<file path="config.mk">
export PLATFORM = sky130hd
export DESIGN_NAME = tile_ram_loader_flat
export DESIGN_NICKNAME = d
export VERILOG_FILES = /design/src/rtl/tile_ram_loader_if.sv /design/src/rtl/tile_ram_loader.sv /design/src/flat_wrapper.sv
export SDC_FILE = /design/constraint.sdc
export NUM_CORES = 1
export LEC_CHECK = 0
export CORE_ASPECT_RATIO = 1.5
export CORE_UTILIZATION = 45
export DETAILED_ROUTE_END_ITERATION = 6
export PLACE_DENSITY = 0.76
export SLEW_MARGIN = 0
export SYNTH_ARGS = -nofsm -noshare
export SYNTH_HDL_FRONTEND = slang
export SYNTH_SLANG_ARGS = --single-unit
export TNS_END_PERCENT = 100
</file>
<file path="constraint.sdc">
create_clock -name clk_vga -period 7.6 [get_ports clk_vga]
set_clock_uncertainty 0.15 [all_clocks]
set_input_delay 1.52 -clock clk_vga [delete_from_list [all_inputs] [get_ports clk_vga]]
set_output_delay 1.52 -clock clk_vga [all_outputs]
set_load 0.01 [all_outputs]
</file>
<file path="src/rtl/tile_ram_loader_if.sv">
// Bundle of command, byte-stream and RAM write-port signals for tile_ram_loader.
//   master : command/stream source (drives start, fill_*, tile_idx, in_data, in_valid)
//   slave  : the loader (drives in_ready, ram_*, busy, done, cmd_err)
interface tile_ram_loader_if #(
  parameter int unsigned ADDR_WIDTH = 16
);
  // command, sampled with start
  logic                  start;
  logic                  fill_mode;
  logic [2:0]            tile_idx;
  logic [23:0]           fill_color;
  // RGB byte stream
  logic [7:0]            in_data;
  logic                  in_valid;
  logic                  in_ready;
  // RAM write port
  logic [ADDR_WIDTH-1:0] ram_address;
  logic [31:0]           ram_data;
  logic                  ram_wren;
  // status
  logic                  busy;
  logic                  done;
  logic                  cmd_err;

  modport master (
    output start, fill_mode, tile_idx, fill_color, in_data, in_valid,
    input  in_ready, ram_address, ram_data, ram_wren, busy, done, cmd_err
  );

  modport slave (
    input  start, fill_mode, tile_idx, fill_color, in_data, in_valid,
    output in_ready, ram_address, ram_data, ram_wren, busy, done, cmd_err
  );
endinterface

</file>
<file path="src/rtl/tile_ram_loader.sv">
// Tile RAM loader: writes one TILE_W x TILE_H tile of 32-bit pixel words
// ({8'h00, B, G, R}) into the tile RAM, either from an R,G,B byte stream or
// as a constant fill colour.
// Ports:
//   clk_vga  - pixel-pipeline clock
//   reset    - synchronous, active-high
//   bus      - tile_ram_loader_if.slave: command (start, fill_mode, tile_idx,
//              fill_color), stream (in_data, in_valid, in_ready), RAM write
//              port (ram_address, ram_data, ram_wren), status (busy, done,
//              cmd_err)
module tile_ram_loader #(
  parameter int unsigned TILE_W     = 50,
  parameter int unsigned TILE_H     = 50,
  parameter int unsigned NUM_TILES  = 8,
  parameter int unsigned ADDR_WIDTH = 16
) (
  input  logic            clk_vga,
  input  logic            reset,
  tile_ram_loader_if.slave bus
);

  localparam int unsigned TILE_PIX = TILE_W * TILE_H;
  localparam int unsigned PIX_W    = (TILE_PIX > 1) ? $clog2(TILE_PIX) : 1;
  localparam logic [PIX_W-1:0] PIX_LAST = PIX_W'(TILE_PIX - 1);

  typedef enum logic [2:0] {
    S_IDLE,
    S_RECV,
    S_WRITE,
    S_FILL,
    S_DONE
  } state_e;

  state_e                state_q, state_d;
  logic [PIX_W-1:0]      pix_q, pix_d;
  logic [1:0]            byte_cnt_q, byte_cnt_d;
  logic [7:0]            red_q, red_d;
  logic [7:0]            green_q, green_d;
  logic [ADDR_WIDTH-1:0] base_q, base_d;
  logic [ADDR_WIDTH-1:0] ram_address_q, ram_address_d;
  logic [31:0]           ram_data_q, ram_data_d;
  logic                  ram_wren_q, ram_wren_d;
  logic                  busy_q, busy_d;
  logic                  done_q, done_d;
  logic                  cmd_err_q, cmd_err_d;

  logic                  tile_ok;
  logic [ADDR_WIDTH-1:0] start_base;
  logic                  byte_take;

  // Command decode; the slot index is widened so the range check is a plain compare.
  assign tile_ok    = 32'(bus.tile_idx) < NUM_TILES;
  assign start_base = ADDR_WIDTH'(32'(bus.tile_idx) * TILE_PIX);
  assign byte_take  = bus.in_valid && (state_q == S_RECV);

  // Next-state and registered-output logic.
  always_comb begin
    state_d       = state_q;
    pix_d         = pix_q;
    byte_cnt_d    = byte_cnt_q;
    red_d         = red_q;
    green_d       = green_q;
    base_d        = base_q;
    ram_address_d = ram_address_q;
    ram_data_d    = ram_data_q;
    ram_wren_d    = 1'b0;
    busy_d        = busy_q;
    done_d        = 1'b0;
    cmd_err_d     = 1'b0;

    unique case (state_q)
      S_IDLE: begin
        if (bus.start) begin
          if (!tile_ok) begin
            cmd_err_d = 1'b1;
          end else begin
            base_d     = start_base;
            pix_d      = '0;
            byte_cnt_d = '0;
            busy_d     = 1'b1;
            if (bus.fill_mode) begin
              // First fill word goes out on the very next cycle.
              state_d       = S_FILL;
              ram_wren_d    = 1'b1;
              ram_address_d = start_base;
              ram_data_d    = {8'h00, bus.fill_color};
            end else begin
              state_d = S_RECV;
            end
          end
        end
      end

      S_RECV: begin
        if (byte_take) begin
          case (byte_cnt_q)
            2'd0: begin
              red_d      = bus.in_data;
              byte_cnt_d = 2'd1;
            end
            2'd1: begin
              green_d    = bus.in_data;
              byte_cnt_d = 2'd2;
            end
            default: begin
              // Blue byte completes the pixel; the word is written in S_WRITE.
              byte_cnt_d    = 2'd0;
              ram_wren_d    = 1'b1;
              ram_address_d = base_q + ADDR_WIDTH'(pix_q);
              ram_data_d    = {8'h00, bus.in_data, green_q, red_q};
              state_d       = S_WRITE;
            end
          endcase
        end
      end

      S_WRITE: begin
        if (pix_q == PIX_LAST) begin
          state_d = S_DONE;
          busy_d  = 1'b0;
          done_d  = 1'b1;
        end else begin
          pix_d   = pix_q + PIX_W'(1);
          state_d = S_RECV;
        end
      end

      S_FILL: begin
        if (pix_q == PIX_LAST) begin
          state_d = S_DONE;
          busy_d  = 1'b0;
          done_d  = 1'b1;
        end else begin
          pix_d         = pix_q + PIX_W'(1);
          ram_wren_d    = 1'b1;
          ram_address_d = ram_address_q + ADDR_WIDTH'(1);
        end
      end

      S_DONE: begin
        state_d = S_IDLE;
      end

      default: begin
        state_d = S_IDLE;
      end
    endcase
  end

  // State and output registers.
  always_ff @(posedge clk_vga) begin
    if (reset) begin
      state_q       <= S_IDLE;
      pix_q         <= '0;
      byte_cnt_q    <= '0;
      red_q         <= '0;
      green_q       <= '0;
      base_q        <= '0;
      ram_address_q <= '0;
      ram_data_q    <= '0;
      ram_wren_q    <= 1'b0;
      busy_q        <= 1'b0;
      done_q        <= 1'b0;
      cmd_err_q     <= 1'b0;
    end else begin
      state_q       <= state_d;
      pix_q         <= pix_d;
      byte_cnt_q    <= byte_cnt_d;
      red_q         <= red_d;
      green_q       <= green_d;
      base_q        <= base_d;
      ram_address_q <= ram_address_d;
      ram_data_q    <= ram_data_d;
      ram_wren_q    <= ram_wren_d;
      busy_q        <= busy_d;
      done_q        <= done_d;
      cmd_err_q     <= cmd_err_d;
    end
  end

  // in_ready depends on state only so the source never sees a valid->ready loop.
  assign bus.in_ready    = (state_q == S_RECV);
  assign bus.ram_address = ram_address_q;
  assign bus.ram_data    = ram_data_q;
  assign bus.ram_wren    = ram_wren_q;
  assign bus.busy        = busy_q;
  assign bus.done        = done_q;
  assign bus.cmd_err     = cmd_err_q;

endmodule
</file>
<file path="src/flat_wrapper.sv">
// flat-port wrapper written by rule: the top's interface ports become plain ports
module tile_ram_loader_flat 
#(
  parameter int unsigned TILE_W     = 50,
  parameter int unsigned TILE_H     = 50,
  parameter int unsigned NUM_TILES  = 8,
  parameter int unsigned ADDR_WIDTH = 16
)
  (clk_vga, reset, bus_start, bus_fill_mode, bus_tile_idx, bus_fill_color, bus_in_data, bus_in_valid, bus_in_ready, bus_ram_address, bus_ram_data, bus_ram_wren, bus_busy, bus_done, bus_cmd_err);
  tile_ram_loader_if #(.ADDR_WIDTH(ADDR_WIDTH)) bus_i ();
  input  logic clk_vga;
  input  logic reset;
  input wire logic [$bits(bus_i.start)-1:0] bus_start;
  input wire logic [$bits(bus_i.fill_mode)-1:0] bus_fill_mode;
  input wire logic [$bits(bus_i.tile_idx)-1:0] bus_tile_idx;
  input wire logic [$bits(bus_i.fill_color)-1:0] bus_fill_color;
  input wire logic [$bits(bus_i.in_data)-1:0] bus_in_data;
  input wire logic [$bits(bus_i.in_valid)-1:0] bus_in_valid;
  output wire logic [$bits(bus_i.in_ready)-1:0] bus_in_ready;
  output wire logic [$bits(bus_i.ram_address)-1:0] bus_ram_address;
  output wire logic [$bits(bus_i.ram_data)-1:0] bus_ram_data;
  output wire logic [$bits(bus_i.ram_wren)-1:0] bus_ram_wren;
  output wire logic [$bits(bus_i.busy)-1:0] bus_busy;
  output wire logic [$bits(bus_i.done)-1:0] bus_done;
  output wire logic [$bits(bus_i.cmd_err)-1:0] bus_cmd_err;
  assign bus_i.start = bus_start;
  assign bus_i.fill_mode = bus_fill_mode;
  assign bus_i.tile_idx = bus_tile_idx;
  assign bus_i.fill_color = bus_fill_color;
  assign bus_i.in_data = bus_in_data;
  assign bus_i.in_valid = bus_in_valid;
  assign bus_in_ready = bus_i.in_ready;
  assign bus_ram_address = bus_i.ram_address;
  assign bus_ram_data = bus_i.ram_data;
  assign bus_ram_wren = bus_i.ram_wren;
  assign bus_busy = bus_i.busy;
  assign bus_done = bus_i.done;
  assign bus_cmd_err = bus_i.cmd_err;
  tile_ram_loader #(.TILE_W(TILE_W), .TILE_H(TILE_H), .NUM_TILES(NUM_TILES), .ADDR_WIDTH(ADDR_WIDTH)) u_core (.clk_vga(clk_vga), .reset(reset), .bus(bus_i));
endmodule
</file>
### After elaboration in Yosys (flattened, before gate mapping)

Index checks and enable logic that the tools add are counted.

| word-level totals | value |
|---|---|
| bits in registers | 97 |
| word-level logic and storage cells | 82 |

| operators by class | value |
|---|---|
| $add $sub $neg | 3 |
| multiply operators | 1 |
| equal/unequal tests | 13 |
| muxes and demuxes | 35 |
| bitwise operators | 1 |
| reduce and logical (&&, ||, !) cells | 18 |

Operators by type and width:

| kind | count |
|---|---|
| 2-to-1 mux 32 bit | 4 |
| 2-to-1 mux 16 bit | 5 |
| case mux 32 bit (2 select lines) | 1 |
| case mux 16 bit (3 select lines) | 1 |
| 2-to-1 mux 12 bit | 2 |
| case mux 12 bit (2 select lines) | 1 |
| adder 15 x 12 -> 16 bit | 1 |
| adder 16 x 1 -> 16 bit, second input constant | 1 |
| 2-to-1 mux 3 bit | 5 |
| AND reduction 3 bit | 5 |
| multiplier 3 x 10 -> 13 bit, second input constant | 1 |
| adder 12 x 1 -> 12 bit, second input constant | 1 |
| == test 12 bit, second input constant | 1 |
| case mux 3 bit (4 select lines) | 1 |
| != test 2 bit, second input constant | 5 |
| 2-to-1 mux 1 bit | 8 |
| case mux 2 bit (2 select lines) | 2 |
| == test 3 x 2 -> 1 bit, second input constant | 2 |
| 2-to-1 mux 2 bit | 3 |
| != test 2 x 1 -> 1 bit, second input constant | 3 |
| AND reduction 6 bit | 1 |
| OR reduction 2 bit | 3 |
| AND reduction 5 bit | 1 |
| AND reduction 4 bit | 1 |
| other kinds (11) | 12 |

### Logic depth before layout (Yosys ltp)

Gate-level depths: netlist of run 1.

| depth | value |
|---|---|
| depth in word-level cells | 5 |
| mapped depth | 11 |
| gate-level depth less buffers | 10 |

### Worst setup path after synthesis of run 1

No wires, ideal clock.

| timing | value |
|---|---|
| kind | input to register |
| from | in bus_tile_idx[0] |
| to | reg u_core.ram_address_q[12], in the netlist u_core.bus.ram_address[12] |
| library setup time | 0.095 ns |
| arrival | 3.446 ns |
| required time | 7.355 ns |
| setup slack | 3.909 ns |
| cell stages on the path | 10 |
| buffers on the path | 0 |
| path through | fa_1 > ha_1 > inv_1 > fa_1 > nor2b_1 > o21ai_0 > xnor2_1 > o221ai_1 > o21ai_0 > a221oi_1 |

| on the way | value |
|---|---|
| word-level cells in the longest chain between the ends | 4 |

RTL lines:

| what | RTL line | source |
|---|---|---|
| from (decl) | flat_wrapper.sv:15 | `input wire logic [$bits(bus_i.tile_idx)-1:0] bus_tile_idx;` |
| multiplier 3 x 10 -> 13 bit | tile_ram_loader.sv:53 | `assign start_base = ADDR_WIDTH'(32'(bus.tile_idx) * TILE_PIX);` |
| 2-to-1 mux 16 bit | tile_ram_loader.sv:81 | `if (bus.fill_mode) begin` |
| 2-to-1 mux 16 bit | tile_ram_loader.sv:73 | `if (bus.start) begin` |
| case mux 16 bit (3 select lines) | tile_ram_loader.sv:71 | `unique case (state_q)` |
| to (signal assigned) | tile_ram_loader.sv:172 | `ram_address_q <= ram_address_d;` |
| to (decl) | tile_ram_loader.sv:40 | `logic [ADDR_WIDTH-1:0] ram_address_q, ram_address_d;` |

Every way passes these cells. The select of a mux whose other input is x is not followed.
A chain may end at the register's enable or synchronous reset.

### Final worst setup path of run 1

Same ends and word-level chain as after synthesis.

==> results of run 1 <==
-- area by class of cell --
cell class / count / area (um2)
flip-flops and latches: 87 / 1740
multi-input cells: 452 / 2840
well taps: 144 / 180
inverters: 15 / 58.8
clock inverters: 4 / 28.8
repair buffers: 90 / 878
clock buffers: 12 / 256
fillers: 988 / 4610
-- report_power, final --
part | total [mW] | switching, mW | internal (mW)
Sequential | 0.519 | 0.0283 | 0.491
Clock | 0.422 | 0.182 | 0.240
Combinational | 0.296 | 0.164 | 0.132
-- Yosys cell counts, types with 4 or more instances --
| master | count | area [um2] |
|---|---|---|
| a311oi_1 | 10 | 87.6 |
| mux2i_1 | 18 | 180 |
| nor2b_1 | 4 | 25.0 |
| o221ai_1 | 5 | 43.8 |
| dfxtp_1 | 87 | 1740 |
| nor3_1 | 16 | 80.1 |
| o211ai_1 | 7 | 52.6 |
| buf_4 | 18 | 135 |
| o22ai_1 | 4 | 25.0 |
| xor2_1 | 11 | 96.3 |
| xnor2_1 | 13 | 114 |
| inv_1 | 14 | 52.6 |
| nor2_1 | 94 | 353 |
| o21ai_0 | 21 | 105 |
| a31oi_1 | 6 | 37.5 |
| clkbuf_1 | 19 | 71.3 |
| a211oi_1 | 7 | 52.6 |
| buf_2 | 8 | 40.0 |
| a21oi_1 | 34 | 170 |
| fa_1 | 4 | 80.1 |
| and3_1 | 11 | 68.8 |
| nand2_1 | 78 | 293 |
| ha_1 | 16 | 200 |
| nand2b_1 | 8 | 50.1 |
| nand3_1 | 18 | 90.1 |
| a311oi_2 | 14 | 210 |
-- cells by family after synthesis --
logic type / synth area share, %
other: 0.0767
AO/OA/AOI/OAI: 21.0
buffers and inverters: 7.01
flip-flops: 35.6
multiplexers: 3.69
AND/OR/NAND/NOR: 22.6
XOR/XNOR: 4.30
adder cells (fa/ha/maj): 5.73
-- flip-flops by register name (all words and copies together), names as in the netlist --
name,count
u_core.bus.ram_data,24
u_core.red_q,8
u_core.byte_cnt_q,2
u_core.bus.busy,1
u_core.state_q,3
u_core.green_q,8
u_core.pix_q,12
u_core.bus.ram_wren,1
u_core.bus.ram_address,16
u_core.bus.done,1
u_core.base_q,11
-- worst paths after layout --
path | start | to | slack (ps) | cells after the start
worst min-delay path | u_core.base_q[7] | u_core.base_q[7] | 330 | 2
worst max register to register | u_core.state_q[0] | u_core.bus.ram_address[9] | 4500 | 7
worst min register to register | u_core.base_q[7] | u_core.base_q[7] | 330 | 2
worst max-delay path | bus_tile_idx[0] | u_core.bus.ram_address[12] | 3200 | 11
-- per-layer routing --
layer	part of all wire (%)	GRT usage (%)	vias to the layer above
li1	-	-	2210
met1	39	26.5	2140
met2	51	42.7	171
met3	6.0	3.57	41
met4	3.9	15.1	0
met5	0	0	-
-- critical path, delay by kind of cell --
kind / cells / cell delay (ps)
AOI/OAI and AO/OA: 4 / 510
xor gates and xnor gates: 1 / 310
adders and majority gates: 3 / 1230
buffers and inverters: 2 / 720
and+or+nand+nor: 1 / 120
==> summary.md, run 1 <==
| Metric | Value |
|---|---|
| Status | `finished clean` |
| Die ar. | `approximately 11000 um2` |
| I/O pins | `93` |
| Most common cell after layout, fill and taps aside | `nor2_1` |
| Fin area | `between 5000 and 6000 um2` |
| Layout cell share with drive strength beyond 1 | `~7.3%` |
| Setup crit end kind | `flop` |
| Count of different cell masters after synthesis | `60` |
| Crit Path Category | `input port to flop` |
| Post-synth EDFFs | `0` |
| Die W | `between 80 and 90 um` |
| Via/cell ratio | `5.67` |
| Most frequent cells in the layout | `94 x nor2_1, 87 x dfxtp_1, 82 x clkdlybuf4s50_1, 78 x nand2_1, 34 x a21oi_1` |
| DR pass1 iterations | `5` |
| FMAX | `0.227 GHz` |
| Port bufs | `between 80 and 90` |
| CTS buffer count | `9` |
| Yosys reg bits | `between 80 and 90` |
| Slowest stage cell, crit path | `clkdlybuf4s50_1` |
| Placer Congestion | `0.908` |
| Drt drc | `0` |
| CTS tree | `done` |
| Least-Margin Pin Slew | `about 1300 ps` |
| Register area share after synthesis | `roughly 36%` |
| Setup WS pre-CTS | `2810 ps` |
| Final setup viols | `0` |
| Fin crit period | `4400 ps` |
| Critical-path cell list | `clkdlybuf4s50_1 -> fa_1 -> ha_1 -> inv_1 -> fa_1 -> nor2b_1 -> o21ai_0 -> xnor2_1 -> o221ai_1 -> o21ai_0 -> a221oi_1` |
| DR WL/cell | `approximately 17 um` |
| First-pass GRT wire length | `about 21000 um` |
| Pins Over Slew Limit | `0` |
| Setup bufs post-CTS | `0` |
| Post-Synthesis Cells | `595` |
| Total chip power | `~1.2 mW` |
| Hold-fix buffers, CTS | `0` |
| Clk_lat worst skew | `around 340 ps` |
| Vias in the first global route | `roughly 4400` |
| Routed Antenna Nets | `0` |
| Initial Util | `~46%` |
| Critical Path Fanout Max | `10` |
| Fraction of registers with async set/reset | `0%` |
| WP data arrival | `between 4000 and 5000 ps` |
| Worst setup margin | `3200 ps` |
| Core Region | `10600 um2` |
| Clock-pin slew on the worst setup and hold paths | `about 60 ps` |
| Die H | `~130 um` |
| Placed Area | `around 5700 um2` |
| Overflow after GRT | `0` |
| Worst relative slew slack | `about 12%` |
| Endpoints failing hold | `0` |
| Routed vias | `roughly 4600` |
| Max IR drop VDD | `roughly 0.11 mV` |
| Setup_tns | `0 ps` |
| N_diodes | `0` |
| Non-Filler Instances | `around 800` |
| Power per cell area | `between 200 and 250 nW/um2` |
| Tot GR Track Use | `24.0%` |
| Required @ worst endpoint | `7620 ps` |
| # resized after CTS | `0` |
| Unrepaired setup endpoints after global routing | `false` |
| Startpoint Class | `input port` |
| Clk sinks | `slightly below 90` |
| Root Driver | `clkbuf_16` |
| Critical path's largest stage delay | `between 600 and 700 ps` |
| # rows | `46` |
| Final period util | `between 50 and 60%` |
| Initial DRC Count | `between 200 and 250` |
| Tightest Hold Check Type | `flop to flop` |
| Hold WS | `roughly 330 ps` |
| Post-DP HPWL | `9490 um` |
| Main synth FF type | `dfxtp_1` |
| Largest net degree at the start of global routing | `between 80 and 90` |
| Clock buffer depth | `2` |
| Inst Count DP | `788` |
| Leakage | `approximately 2.3 nW` |
| Nets | `715` |
| Core Util, Final | `between 50 and 60%` |
| Layout area overhead | `22.5%` |
| Initial antenna violation count | `0` |
| Htree depth | `3` |
| Maxcap violations | `0` |
| Mapped Area | `4890 um2` |
| Routed WL | `approximately 13000 um` |
| Syn avg cell area | `8.21 um2` |
| YS warnings | `0` |
Power figures use the tool's default switching activity.
==> inputs of run 2 (changes only) <==
--- a/config.mk
+++ b/config.mk
@@ -8,7 +8,7 @@
 export CORE_ASPECT_RATIO = 1.5
 export CORE_UTILIZATION = 45
 export DETAILED_ROUTE_END_ITERATION = 6
-export PLACE_DENSITY = 0.76
+export PLACE_DENSITY = 0.78
 export SLEW_MARGIN = 0
 export SYNTH_ARGS = -nofsm -noshare
 export SYNTH_HDL_FRONTEND = slang
==> constraint.sdc (replaced) <==
create_clock -name clk_vga -period 3.7 [get_ports clk_vga]
set_clock_uncertainty 0.15 [all_clocks]
set_input_delay 0.74 -clock clk_vga [delete_from_list [all_inputs] [get_ports clk_vga]]
set_output_delay 0.74 -clock clk_vga [all_outputs]
set_load 0.01 [all_outputs]
==> summary.md, run 2 (synthesis results as in run 1) <==
| Metric | Value |
|---|---|
| R2R depth | `7 (unchanged)` |
| Post-DP HPWL | `9780 um (+3.1%)` |
| Unrepaired setup endpoints after global routing | `false` |
| Layout cell share with drive strength beyond 1 | `7.83% (+0.56 points)` |
| Largest net degree at the start of global routing | `49 (-40%)` |
| Setup crit end kind | `flop` |
| FMAX | `between 0.3 and 0.4 GHz` |
| N_diodes | `0 (unchanged)` |
| CTS tree | `done` |
| Overflow after GRT | `0 (unchanged)` |
| Die H | `130 um (unchanged)` |
| Power per cell area | `431 nW/um2 (+110%)` |
| # resized after CTS | `0 (unchanged)` |
| Hold-fix buffers, CTS | `0 (unchanged)` |
| Maxcap violations | `0 (unchanged)` |
| WP data arrival | `3330 ps (-1090 ps)` |
| Final period util | `between 80% and 90%` |
| Least-Margin Pin Slew | `1160 ps (-148 ps)` |
| Critical path's largest stage delay | `560 ps (-100 ps)` |
| Status | `finished clean` |
| Setup bufs post-CTS | `0 (unchanged)` |
| Via/cell ratio | `5.61 (-1.1%)` |
| Critical-path cell list | `clkdlybuf4s50_1 -> fa_1 -> ha_1 -> inv_1 -> fa_1 -> nor2b_1 -> o21ai_0 -> xnor2_1 -> o221ai_1 -> o21ai_0 -> a221oi_1` |
| Clock buffer depth | `2 (unchanged)` |
| Clk sinks | `87 (unchanged)` |
| Hold Path Depth | `2 (unchanged)` |
| Clock-pin slew on the worst setup and hold paths | `60 ps (about the same)` |
| Crit Path Category | `input port to flop` |
| Worst relative slew slack | `22.0% (+9.9 points)` |
| CTS buffer count | `9 (unchanged)` |
| Leakage | `2.27 nW (+0.67%)` |
| Fin crit period | `3230 ps` |
| Root Driver | `clkbuf_16` |
| Most common cell after layout, fill and taps aside | `nor2_1` |
| Tot GR Track Use | `24.3% (+0.27 points)` |
| Startpoint Class | `input port` |
| Drt drc | `0 (unchanged)` |
| Die W | `87.1 um (unchanged)` |
| Routed Antenna Nets | `0 (unchanged)` |
| First-pass GRT wire length | `21000 um (+0.26%)` |
| CP bufs+invs | `2 (unchanged)` |
| # rows | `46 (unchanged)` |
| Multi-input combinational cell area | `2840 um2 (unchanged)` |
| Port bufs | `83 (unchanged)` |
| Slowest stage cell, crit path | `fa_1` |
| Critical path depth | `11 (unchanged)` |
| Core Region | `10600 um2 (unchanged)` |
| Initial DRC Count | `243 (+8.0%)` |
| Nets | `719 (+0.56%)` |
| Clk_lat worst skew | `350 ps (about the same)` |
| Final setup viols | `0 (unchanged)` |
| Vias in the first global route | `4363 (+0.092%)` |
| Initial Util | `46.1% (unchanged)` |
| Max IR drop VDD | `0.243 mV (+120%)` |
| Endpoints failing hold | `0 (unchanged)` |
| Most frequent cells in the layout | `94 x nor2_1, 87 x dfxtp_1, 82 x clkdlybuf4s50_1, 78 x nand2_1, 34 x a21oi_1` |
| Max reg flops | `24 (unchanged)` |
| Fill cell count | `1016 (+2.8%)` |
| I/O pins | `93 (unchanged)` |
| Htree depth | `3 (unchanged)` |
| DR pass1 iterations | `4 (-1)` |
| Placed Area | `5730 um2 (+0.53%)` |
| Critical Path Fanout Max | `3 (-7)` |
| Fin area | `6030 um2 (+0.71%)` |
| DR WL/cell | `16.5 um (-0.71%)` |
| Setup_tns | `0 ps (unchanged)` |
| Reg area | `1740 um2 (unchanged)` |
| Die ar. | `11300 um2 (unchanged)` |
| Placer Congestion | `0.907 (-0.12%)` |
| Routed WL | `13300 um (-0.22%)` |
| Routed vias | `4536 (-0.57%)` |
| Layout area overhead | `23.3%` |
| Tightest Hold Check Type | `flop to flop` |
| Required @ worst endpoint | `3790 ps (-3830 ps)` |
| Initial antenna violation count | `0 (unchanged)` |
| Pins Over Slew Limit | `0 (unchanged)` |
| Critical path's top delay family | `adder cells` |
-- run 2: metrics by stage --
step	power, mW	hold slack, ps	worst slack (ps)	instances	utilization, %
finish	2.60	317	465	808	56.9
detailed placement	1.69	310	99.7	792	54.1
global placement	1.68	298	215	792	54.1
global route	2.71	345	283	808	56.9
CTS	2.61	318	458	808	56.9
floorplan	1.46	291	789	603	-
-- run 2: worst paths after layout --
check                                                  end         startpoint  slack [ps]
worst min register to register            u_core.base_q[8]   u_core.base_q[8]         320
worst max-delay path            u_core.bus.ram_address[12]    bus_tile_idx[0]         470
worst max register to register   u_core.bus.ram_address[9]  u_core.state_q[0]         630
worst min-delay path                      u_core.base_q[8]   u_core.base_q[8]         320
-- run 2: layer usage --
layer | GRT usage [%] | vias up | part of all wire (%)
li1 | - | 2212 | -
met5 | 0 | - | 0
met1 | 25.7 | 2148 | 38
met2 | 44.2 | 140 | 52
met4 | 15.6 | 0 | 4.5
met3 | 3.57 | 36 | 4.9
-- run 2: cell type report --
class                           count  area share (%)
Clock buffer                       10            3.80
Clock inverter                      6            1.14
Inverter                           15           0.976
Multi-Input combinational cell    452            47.1
Sequential cell                    87            28.9
Tap cell                          144            2.99
Timing Repair Buffer               94            15.1
-- run 2: worst min-delay path, stage by stage (launching register included) --
cell and delay (ps):
dfxtp_1 310, nand2_1 50, a21oi_1 60
-- run 2: power breakdown --
| group | internal (mW) | switching, mW |
|---|---|---|
| combinational | 0.274 | 0.330 |
| sequential | 1.01 | 0.0649 |
| clock | 0.526 | 0.393 |
| total | 1.81 | 0.788 |
